## config.mk

```make
export PLATFORM = sky130hd
export DESIGN_NAME = shift_history_display_flat
export DESIGN_NICKNAME = d
export VERILOG_FILES = /design/src/rtl/shift_history_display_if.sv /design/src/rtl/shift_history_display.sv /design/src/flat_wrapper.sv
export SDC_FILE = /design/constraint.sdc
export NUM_CORES = 1
export LEC_CHECK = 0
export CORE_UTILIZATION = 45
export CTS_BUF_LIST = sky130_fd_sc_hd__clkbuf_8
export CTS_CLUSTER_SIZE = 28
export DETAILED_ROUTE_END_ITERATION = 7
export PLACE_DENSITY = 0.67
export SYNTH_ARGS = -nofsm -noshare
export SYNTH_HDL_FRONTEND = slang
export SYNTH_SLANG_ARGS = --single-unit
```

## constraint.sdc

```tcl
create_clock -name clk -period 2.6 [get_ports clk]
set_input_delay 0.52 -clock clk [delete_from_list [all_inputs] [get_ports clk]]
set_output_delay 0.52 -clock clk [all_outputs]
set_load 0.02 [all_outputs]
```

## src/rtl/shift_history_display_if.sv

```systemverilog
// Bus between the board-facing test/driver side and the history display stage.
//   din      : 8-bit shifter result offered for capture
//   cap_btn  : raw capture button (active-high, bouncy)
//   clr_btn  : raw clear button (active-high, bouncy)
//   count    : number of valid history entries, 0..4
//   full     : high when count == 4
//   seg0..7  : active-low seven-segment digit patterns (bit7 = dp)
interface shift_history_display_if;
  logic [7:0] din;
  logic       cap_btn;
  logic       clr_btn;
  logic [2:0] count;
  logic       full;
  logic [7:0] seg0;
  logic [7:0] seg1;
  logic [7:0] seg2;
  logic [7:0] seg3;
  logic [7:0] seg4;
  logic [7:0] seg5;
  logic [7:0] seg6;
  logic [7:0] seg7;

  modport master (
    output din, cap_btn, clr_btn,
    input  count, full, seg0, seg1, seg2, seg3, seg4, seg5, seg6, seg7
  );

  modport slave (
    input  din, cap_btn, clr_btn,
    output count, full, seg0, seg1, seg2, seg3, seg4, seg5, seg6, seg7
  );
endinterface

```

## src/rtl/shift_history_display.sv

```systemverilog
// Debounces capture/clear buttons, keeps a 4-deep history of captured shifter
// results and shows them as hex on eight seven-segment digits (newest on
// seg1:seg0).
//   clk  : system clock, rising edge
//   rst  : synchronous active-low reset
//   bus  : shift_history_display_if.slave (din, buttons in; count, full, seg0..7 out)
module shift_history_display #(
  parameter int unsigned DEBOUNCE_CYCLES = 500000
) (
  input  logic                    clk,
  input  logic                    rst,
  shift_history_display_if.slave  bus
);

  localparam int unsigned CW    = (DEBOUNCE_CYCLES > 1) ? $clog2(DEBOUNCE_CYCLES) : 1;
  localparam int unsigned DEPTH = 4;
  localparam logic [CW-1:0] CNT_LAST = CW'(DEBOUNCE_CYCLES - 1);

  // Active-low hex patterns, dp off; index = nibble value.
  localparam logic [15:0][7:0] HEX = {
    8'h8E, 8'h86, 8'hA1, 8'hC6, 8'h83, 8'h88, 8'h90, 8'h80,
    8'hF8, 8'h82, 8'h92, 8'h99, 8'hB0, 8'hA4, 8'hF9, 8'hC0
  };

  // Bit 0 = capture button, bit 1 = clear button.
  logic [1:0]         btn_raw;
  logic [1:0]         s1;
  logic [1:0]         s2;
  logic [1:0]         db;
  logic [1:0]         db_d;
  logic [1:0][CW-1:0] cnt;
  logic [1:0]         press_c;

  logic [DEPTH-1:0][7:0] ent;
  logic [2:0]            count;
  logic                  full;
  logic [7:0][7:0]       seg_n;
  logic [7:0][7:0]       seg_q;

  assign btn_raw = {bus.clr_btn, bus.cap_btn};

  // Synchronizers and per-button debounce counters.
  always_ff @(posedge clk) begin
    if (!rst) begin
      s1   <= '0;
      s2   <= '0;
      db   <= '0;
      db_d <= '0;
      cnt  <= '0;
    end else begin
      s1   <= btn_raw;
      s2   <= s1;
      db_d <= db;
      for (int b = 0; b < 2; b++) begin
        if (s2[b] == db[b]) begin
          cnt[b] <= '0;
        end else if (cnt[b] == CNT_LAST) begin
          db[b]  <= s2[b];
          cnt[b] <= '0;
        end else begin
          cnt[b] <= cnt[b] + CW'(1);
        end
      end
    end
  end

  // One-cycle press on debounced rising edge only.
  assign press_c = db & ~db_d;

  // History shift register; clear dominates a simultaneous capture.
  always_ff @(posedge clk) begin
    if (!rst) begin
      ent   <= '0;
      count <= '0;
      full  <= 1'b0;
    end else if (press_c[1]) begin
      ent   <= '0;
      count <= '0;
      full  <= 1'b0;
    end else if (press_c[0]) begin
      ent <= {ent[DEPTH-2:0], bus.din};
      if (count != 3'(DEPTH)) begin
        count <= count + 3'd1;
      end
      full <= (count >= 3'(DEPTH - 1));
    end
  end

  // Digit patterns from the current history; entries beyond count are blank.
  always_comb begin
    seg_n = {8{8'hFF}};
    for (int k = 0; k < DEPTH; k++) begin
      if (3'(k) < count) begin
        seg_n[2*k]   = HEX[ent[k][3:0]];
        seg_n[2*k+1] = HEX[ent[k][7:4]];
      end
    end
    seg_n[7][7] = ~full;
  end

  always_ff @(posedge clk) begin
    if (!rst) begin
      seg_q <= {8{8'hFF}};
    end else begin
      seg_q <= seg_n;
    end
  end

  assign bus.count = count;
  assign bus.full  = full;
  assign bus.seg0  = seg_q[0];
  assign bus.seg1  = seg_q[1];
  assign bus.seg2  = seg_q[2];
  assign bus.seg3  = seg_q[3];
  assign bus.seg4  = seg_q[4];
  assign bus.seg5  = seg_q[5];
  assign bus.seg6  = seg_q[6];
  assign bus.seg7  = seg_q[7];

endmodule

```

## src/flat_wrapper.sv

```systemverilog
// flat-port wrapper written by rule: the top's interface ports become plain ports
module shift_history_display_flat 
#(
  parameter int unsigned DEBOUNCE_CYCLES = 500000
)
  (clk, rst, bus_din, bus_cap_btn, bus_clr_btn, bus_count, bus_full, bus_seg0, bus_seg1, bus_seg2, bus_seg3, bus_seg4, bus_seg5, bus_seg6, bus_seg7);
  shift_history_display_if bus_i ();
  input  logic clk;
  input  logic rst;
  input wire logic [$bits(bus_i.din)-1:0] bus_din;
  input wire logic [$bits(bus_i.cap_btn)-1:0] bus_cap_btn;
  input wire logic [$bits(bus_i.clr_btn)-1:0] bus_clr_btn;
  output wire logic [$bits(bus_i.count)-1:0] bus_count;
  output wire logic [$bits(bus_i.full)-1:0] bus_full;
  output wire logic [$bits(bus_i.seg0)-1:0] bus_seg0;
  output wire logic [$bits(bus_i.seg1)-1:0] bus_seg1;
  output wire logic [$bits(bus_i.seg2)-1:0] bus_seg2;
  output wire logic [$bits(bus_i.seg3)-1:0] bus_seg3;
  output wire logic [$bits(bus_i.seg4)-1:0] bus_seg4;
  output wire logic [$bits(bus_i.seg5)-1:0] bus_seg5;
  output wire logic [$bits(bus_i.seg6)-1:0] bus_seg6;
  output wire logic [$bits(bus_i.seg7)-1:0] bus_seg7;
  assign bus_i.din = bus_din;
  assign bus_i.cap_btn = bus_cap_btn;
  assign bus_i.clr_btn = bus_clr_btn;
  assign bus_count = bus_i.count;
  assign bus_full = bus_i.full;
  assign bus_seg0 = bus_i.seg0;
  assign bus_seg1 = bus_i.seg1;
  assign bus_seg2 = bus_i.seg2;
  assign bus_seg3 = bus_i.seg3;
  assign bus_seg4 = bus_i.seg4;
  assign bus_seg5 = bus_i.seg5;
  assign bus_seg6 = bus_i.seg6;
  assign bus_seg7 = bus_i.seg7;
  shift_history_display #(.DEBOUNCE_CYCLES(DEBOUNCE_CYCLES)) u_core (.clk(clk), .rst(rst), .bus(bus_i));
endmodule
```

# Word level (Yosys, flattened, before mapping)
# Memory sizes are Yosys's and may differ from the RTL's. A register that Yosys moved wholly into a read port is not among the register bits.
# Cells that the tools add are included.
[op_classes]
add_sub_neg = 3
magnitude_cmp = 5
n_eq_ne = 5
n_bitwise = 6
n_reduce_logical = 18
[op_table]
columns = ["op", "count"]
rows = [
  ["$add A19 B1 Y19 const B", 2],
  ["$eq A19 B19 Y1 const B", 2],
  ["$reduce_and A2 Y1", 7],
  ["$logic_not A1 Y1", 8],
  ["$lt A1 B3 Y1 const A", 2],
  ["$lt A2 B3 Y1 const A", 2],
  ["$reduce_or A3 Y1", 2],
  ["$not A1 Y1", 4],
  ["$add A3 B1 Y3 const B", 1],
  ["$ge A3 B2 Y1 const B", 1],
  ["$ne A3 B3 Y1 const B", 1],
  ["$and A2 B2 Y2", 1],
  ["$eq A1 B1 Y1", 2],
  ["$not A2 Y2", 1],
  ["$reduce_or A2 Y1", 1],
]
[word_totals]
register_bits = 83
romBits = 1024
input_bits = 12
memories = 8
[mem_list]
columns = ["name", "depth", "width", "rd", "rd_clocked_by_memory_dff", "wr", "line", "text"]
rows = [
  ["(name not given)", 16, 8, 1, 1, 0, "shift_history_display.sv:94", "seg_n[2*k] = HEX[ent[k][3:0]];"],
  ["(name not given)", 16, 8, 1, 1, 0, "shift_history_display.sv:95", "seg_n[2*k+1] = HEX[ent[k][7:4]];"],
  ["(name not given)", 16, 8, 1, 1, 0, "shift_history_display.sv:94", ""],
  ["(name not given)", 16, 8, 1, 1, 0, "shift_history_display.sv:95", ""],
  ["(name not given)", 16, 8, 1, 1, 0, "shift_history_display.sv:95", ""],
  ["(name not given)", 16, 8, 1, 1, 0, "shift_history_display.sv:94", ""],
  ["2 more memories", "-", "-", "-", "-", "-", "-", ""],
]

# Depth between registers and ports, before layout
[depth]
depth_word = 3
ltp_mapped = 6

# Worst setup path after synthesis
# No wires, ideal clock.
[synth_path]
path_type = "reg-to-reg"
from = "register u_core.ent[24] in the netlist's numbering"
to = "register u_core.seg_q, in the netlist u_core.bus.seg6[3]"
t_arrival_ns = 1.506
required_ns = 2.477
slack_ns = 0.971
path_stages_with_launch = 6
n_path_buf = 0
synth_period_minus_slack_ns = 1.629
path_cell_list = "dfxtp_1 -> inv_1 -> ha_1 -> inv_1 -> mux4_2 -> or2_2"
[synth_lines]
columns = ["element", "line", "text"]
rows = [
  ["start: declaration", "shift_history_display.sv:34", "logic [DEPTH-1:0][7:0] ent;"],
  ["start signal: assignment", "shift_history_display.sv:81", "ent <= {ent[DEPTH-2:0], bus.din};"],
  ["end: declaration", "shift_history_display.sv:38", "logic [7:0][7:0] seg_q;"],
]

# Final worst setup path
[layout_path]
from = "register u_core.count[2] (netlist: u_core.bus.count[2])"
to = "output port bus_count[2]"
[layout_lines]
columns = ["element", "line", "text"]
rows = [
  ["start: declaration", "shift_history_display.sv:35", "logic [2:0] count;"],
  ["start signal: assignment", "shift_history_display.sv:83", "count <= count + 3'd1;"],
  ["end: declaration", "flat_wrapper.sv:13", "output wire logic [$bits(bus_i.count)-1:0] bus_count;"],
]
# No word-level cell between the ends.

==> flow_metrics.tcl <==
set metrics [dict create \
    worst_slew_margin_relative_to_its_limit 0.504 \
    detailedRoute.firstPassIterationCount 4 \
    yosys_warnings 0 \
    final.fill_count 1310 \
    highest_count_cells_in_the_layout_ignoring_fill_and_taps "sky130_fd_sc_hd__dfxtp_1, sky130_fd_sc_hd__nand2_1, sky130_fd_sc_hd__clkdlybuf4s50_1" \
    setup_viol 0 \
    final_period_minus_worst_setup_slack_ns 2.14 \
    grt.total_usage 0.186 \
    multiInputGateArea_mm2 0.00349 \
    groute.layer.met3.usage 0.0457 \
    detailed_place_hpwl_um 9320 \
    hold_viol 0 \
    status "complete, no violations" \
    postSynthCellCount 760 \
    worst_setup_hold_path_clk_slew_ns 0.07 \
    cts-htree-levels 4 \
    final_period_util 0.823 \
    tot_pwr_uw 3970 \
    vdd_drop_max_v 0.000272 \
    worstPathArrival_ns 1.62 \
    cp_max_stage_cell "sky130_fd_sc_hd__clkdlybuf4s50_1" \
    top_level_ports 80 \
    timing.clock.skew_ns 0.00984 \
    power.static_leakage_uw 0.00254 \
    p_int_uw 3140 \
    grt_first_pass_wirelength_um 22200 \
    numCtsBuffers 17 \
    busiest_layer "met2" \
    synthArstFlopShare 0 \
    clock_latency_ns 0.45 \
    design.core.area_mm2 0.0141 \
    crit_family "buffers and inverters" \
    clockBufferDepth 2 \
    fp-row-count 43 \
    initialDrtViolationCount 360 \
    unrepaired_setup_endpoints_after_global_routing "false" \
    tightest_slew_ns 0.743 \
    start_util 0.469 \
    power_share_of_the_combinational_group 0.013 \
    worst-endpoint-required_ns 2.08 \
    place.gp.congestion 0.834 \
    cts.root.buffer_cell "sky130_fd_sc_hd__clkbuf_8" \
    fin_setup_tns_ns 0 \
    final_max_slew_viol_count 0 \
    layout-drive-gt1-share 0.0631 \
    power.switching_fraction 0.210 \
    ys_seq_elements 139 \
    grt_max_degree 34 \
    die-height_um 123 \
    vias_in_the_first_global_route 4833 \
    powerDensity_mw_per_mm2 509 \
    synth.yosys.seq_area_share 0.421 \
    total_switching_power_uw 835 \
    place_inst 972 \
    netlist-cell-type-count 51 \
    critical_path_buf_inv_count 1 \
    count_of_antenna_diodes_in_the_layout 0 \
    critPathMaxStageDelay_ns 0.68 \
    ant_nets 0 \
    synth_enable_flop_cells 0 \
    postSynth.topFlopCell "sky130_fd_sc_hd__dfxtp_1" \
    cp-start-kind "flop" \
    cts_tree "built" \
    place.port_buffers 72 \
    cts.repair.resized 0 \
    finalNonFillerCells 1004 \
    post_cts.repair.setup_buffers 0 \
    power.share.clock 0.450 \
    max_freq_ghz 0.467 \
    min-delay-path-class "flop to flop" \
    timing.critical_path.cells "clkdlybuf4s50_1" \
    gr-total-overflow 0 \
    antenna_violations_before_repair 0 \
    path_class "flop to primary output" \
    dieWidth_um 123 \
    worst_setup_path_end_kind "primary output" \
    clock-sinks 139 \
    global_route.usage.met2 0.304 \
    route.final.wire_length_um 13300 \
    avgSynthCellArea_um2 8.69 \
    grt.met1_usage 0.233 \
    dieArea_mm2 0.0152 \
    final_common_cell "sky130_fd_sc_hd__dfxtp_1" \
    area_growth_syn_to_layout_pct 18.1 \
    via_count_of_the_routed_design 5203 \
    max-cap-violations 0 \
    finalNetCount 875 \
    cp_max_fo 9 \
    seq_power_share 0.537 \
    post-route-drc-count 0 \
    avgViaCountPerCell 5.18 \
    utilization 0.553 \
    syn-cell-area_mm2 0.00661 \
    cts_hold_buffers 0 \
    wl_per_cell_um 13.2 \
    layout.area.seq_mm2 0.00278 \
]
[flip-flops by register name (all words and copies together), names as in the netlist]
| name | flops |
|---|---|
| u_core.bus.seg2 | 7 |
| u_core.s2 | 2 |
| u_core.bus.seg5 | 7 |
| u_core.bus.seg0 | 7 |
| u_core.bus.seg4 | 7 |
| u_core.bus.seg3 | 7 |
| u_core.bus.seg1 | 7 |
| u_core.bus.count | 3 |
| u_core.db | 2 |
| u_core.bus.seg6 | 7 |
| u_core.db_d | 2 |
| u_core.s1 | 2 |
| u_core.bus.full | 1 |
| u_core.bus.seg7 | 8 |
| u_core.cnt | 38 |
| u_core.ent | 32 |
[area by class of cell]
cell class,instances,share of cell area
multi-input cells,540,0.447
flip-flops and latches,139,0.357
repair buffers,77,0.0972
clock buffers,19,0.0335
well taps,180,0.0289
clock inverters,13,0.0192
inverters,36,0.0173
[path summary, 6_finish.rpt]
| check | from | endpoint | slack [ns] | cells past startpoint |
|---|---|---|---|---|
| worst max-delay path | u_core.bus.count[2] | bus_count[2] | 0.46 | 1 |
| worst max register to register | u_core.cnt[19] | u_core.cnt[25] | 0.52 | 4 |
| worst min-delay path | u_core.s1[0] | u_core.s2[0] | 0.44 | 1 |
| worst min register to register | u_core.s1[0] | u_core.s2[0] | 0.44 | 1 |
[stage by stage]
step	hold WS, ns	area [um2]	worst slack [ns]
after CTS	0.451	7800	0.421
after detailed placement	0.428	7390	0.437
after floorplan	0.412	6630	0.971
final	0.442	7800	0.459
after global placement	0.419	7390	0.536
after global routing	0.475	7800	0.338
[power by group through the flow]
stage / combinational, uW / clock, uW / sequential [uW]
floorplan: 34.4 / 0 / 2180
global placement: 50.3 / 0 / 2180
detailed placement: 51.0 / 0 / 2180
CTS: 51.2 / 1840 / 2130
global route: 55.3 / 1950 / 2130
finish: 50.9 / 1790 / 2130
[cell families after synthesis]
kind of cell | after synthesis | share of synthesized area
AOI/OAI and AO/OA | 147 | 0.147
xor gates and xnor gates | 31 | 0.0411
adders and majority gates | 52 | 0.0985
buffers and inverters | 87 | 0.0551
DFF | 139 | 0.421
muxes | 20 | 0.0331
other | 1 | 0.000568
and+or+nand+nor | 283 | 0.204
[synth_stat cells (18+ instances only)]
master,number,share of area
sky130_fd_sc_hd__nand3_1,22,0.017
sky130_fd_sc_hd__clkbuf_1,38,0.022
sky130_fd_sc_hd__nand2_1,117,0.066
sky130_fd_sc_hd__xnor2_1,26,0.034
sky130_fd_sc_hd__dfxtp_1,139,0.42
sky130_fd_sc_hd__a21oi_1,44,0.033
sky130_fd_sc_hd__o211ai_1,42,0.048
sky130_fd_sc_hd__nand2b_1,19,0.018
sky130_fd_sc_hd__inv_1,36,0.020
sky130_fd_sc_hd__nor2_1,51,0.029
sky130_fd_sc_hd__o21ai_0,18,0.014
sky130_fd_sc_hd__ha_1,52,0.098
[metal layers]
layer / wire, um / vias to the layer above / share of wire
li1: - / 2686 / -
met1: 6280 / 2398 / 0.47
met2: 6240 / 107 / 0.47
met3: 549 / 12 / 0.041
met4: 208 / 0 / 0.016
met5: 0 / - / 0
Note: power is estimated with default switching activity, not from simulation.
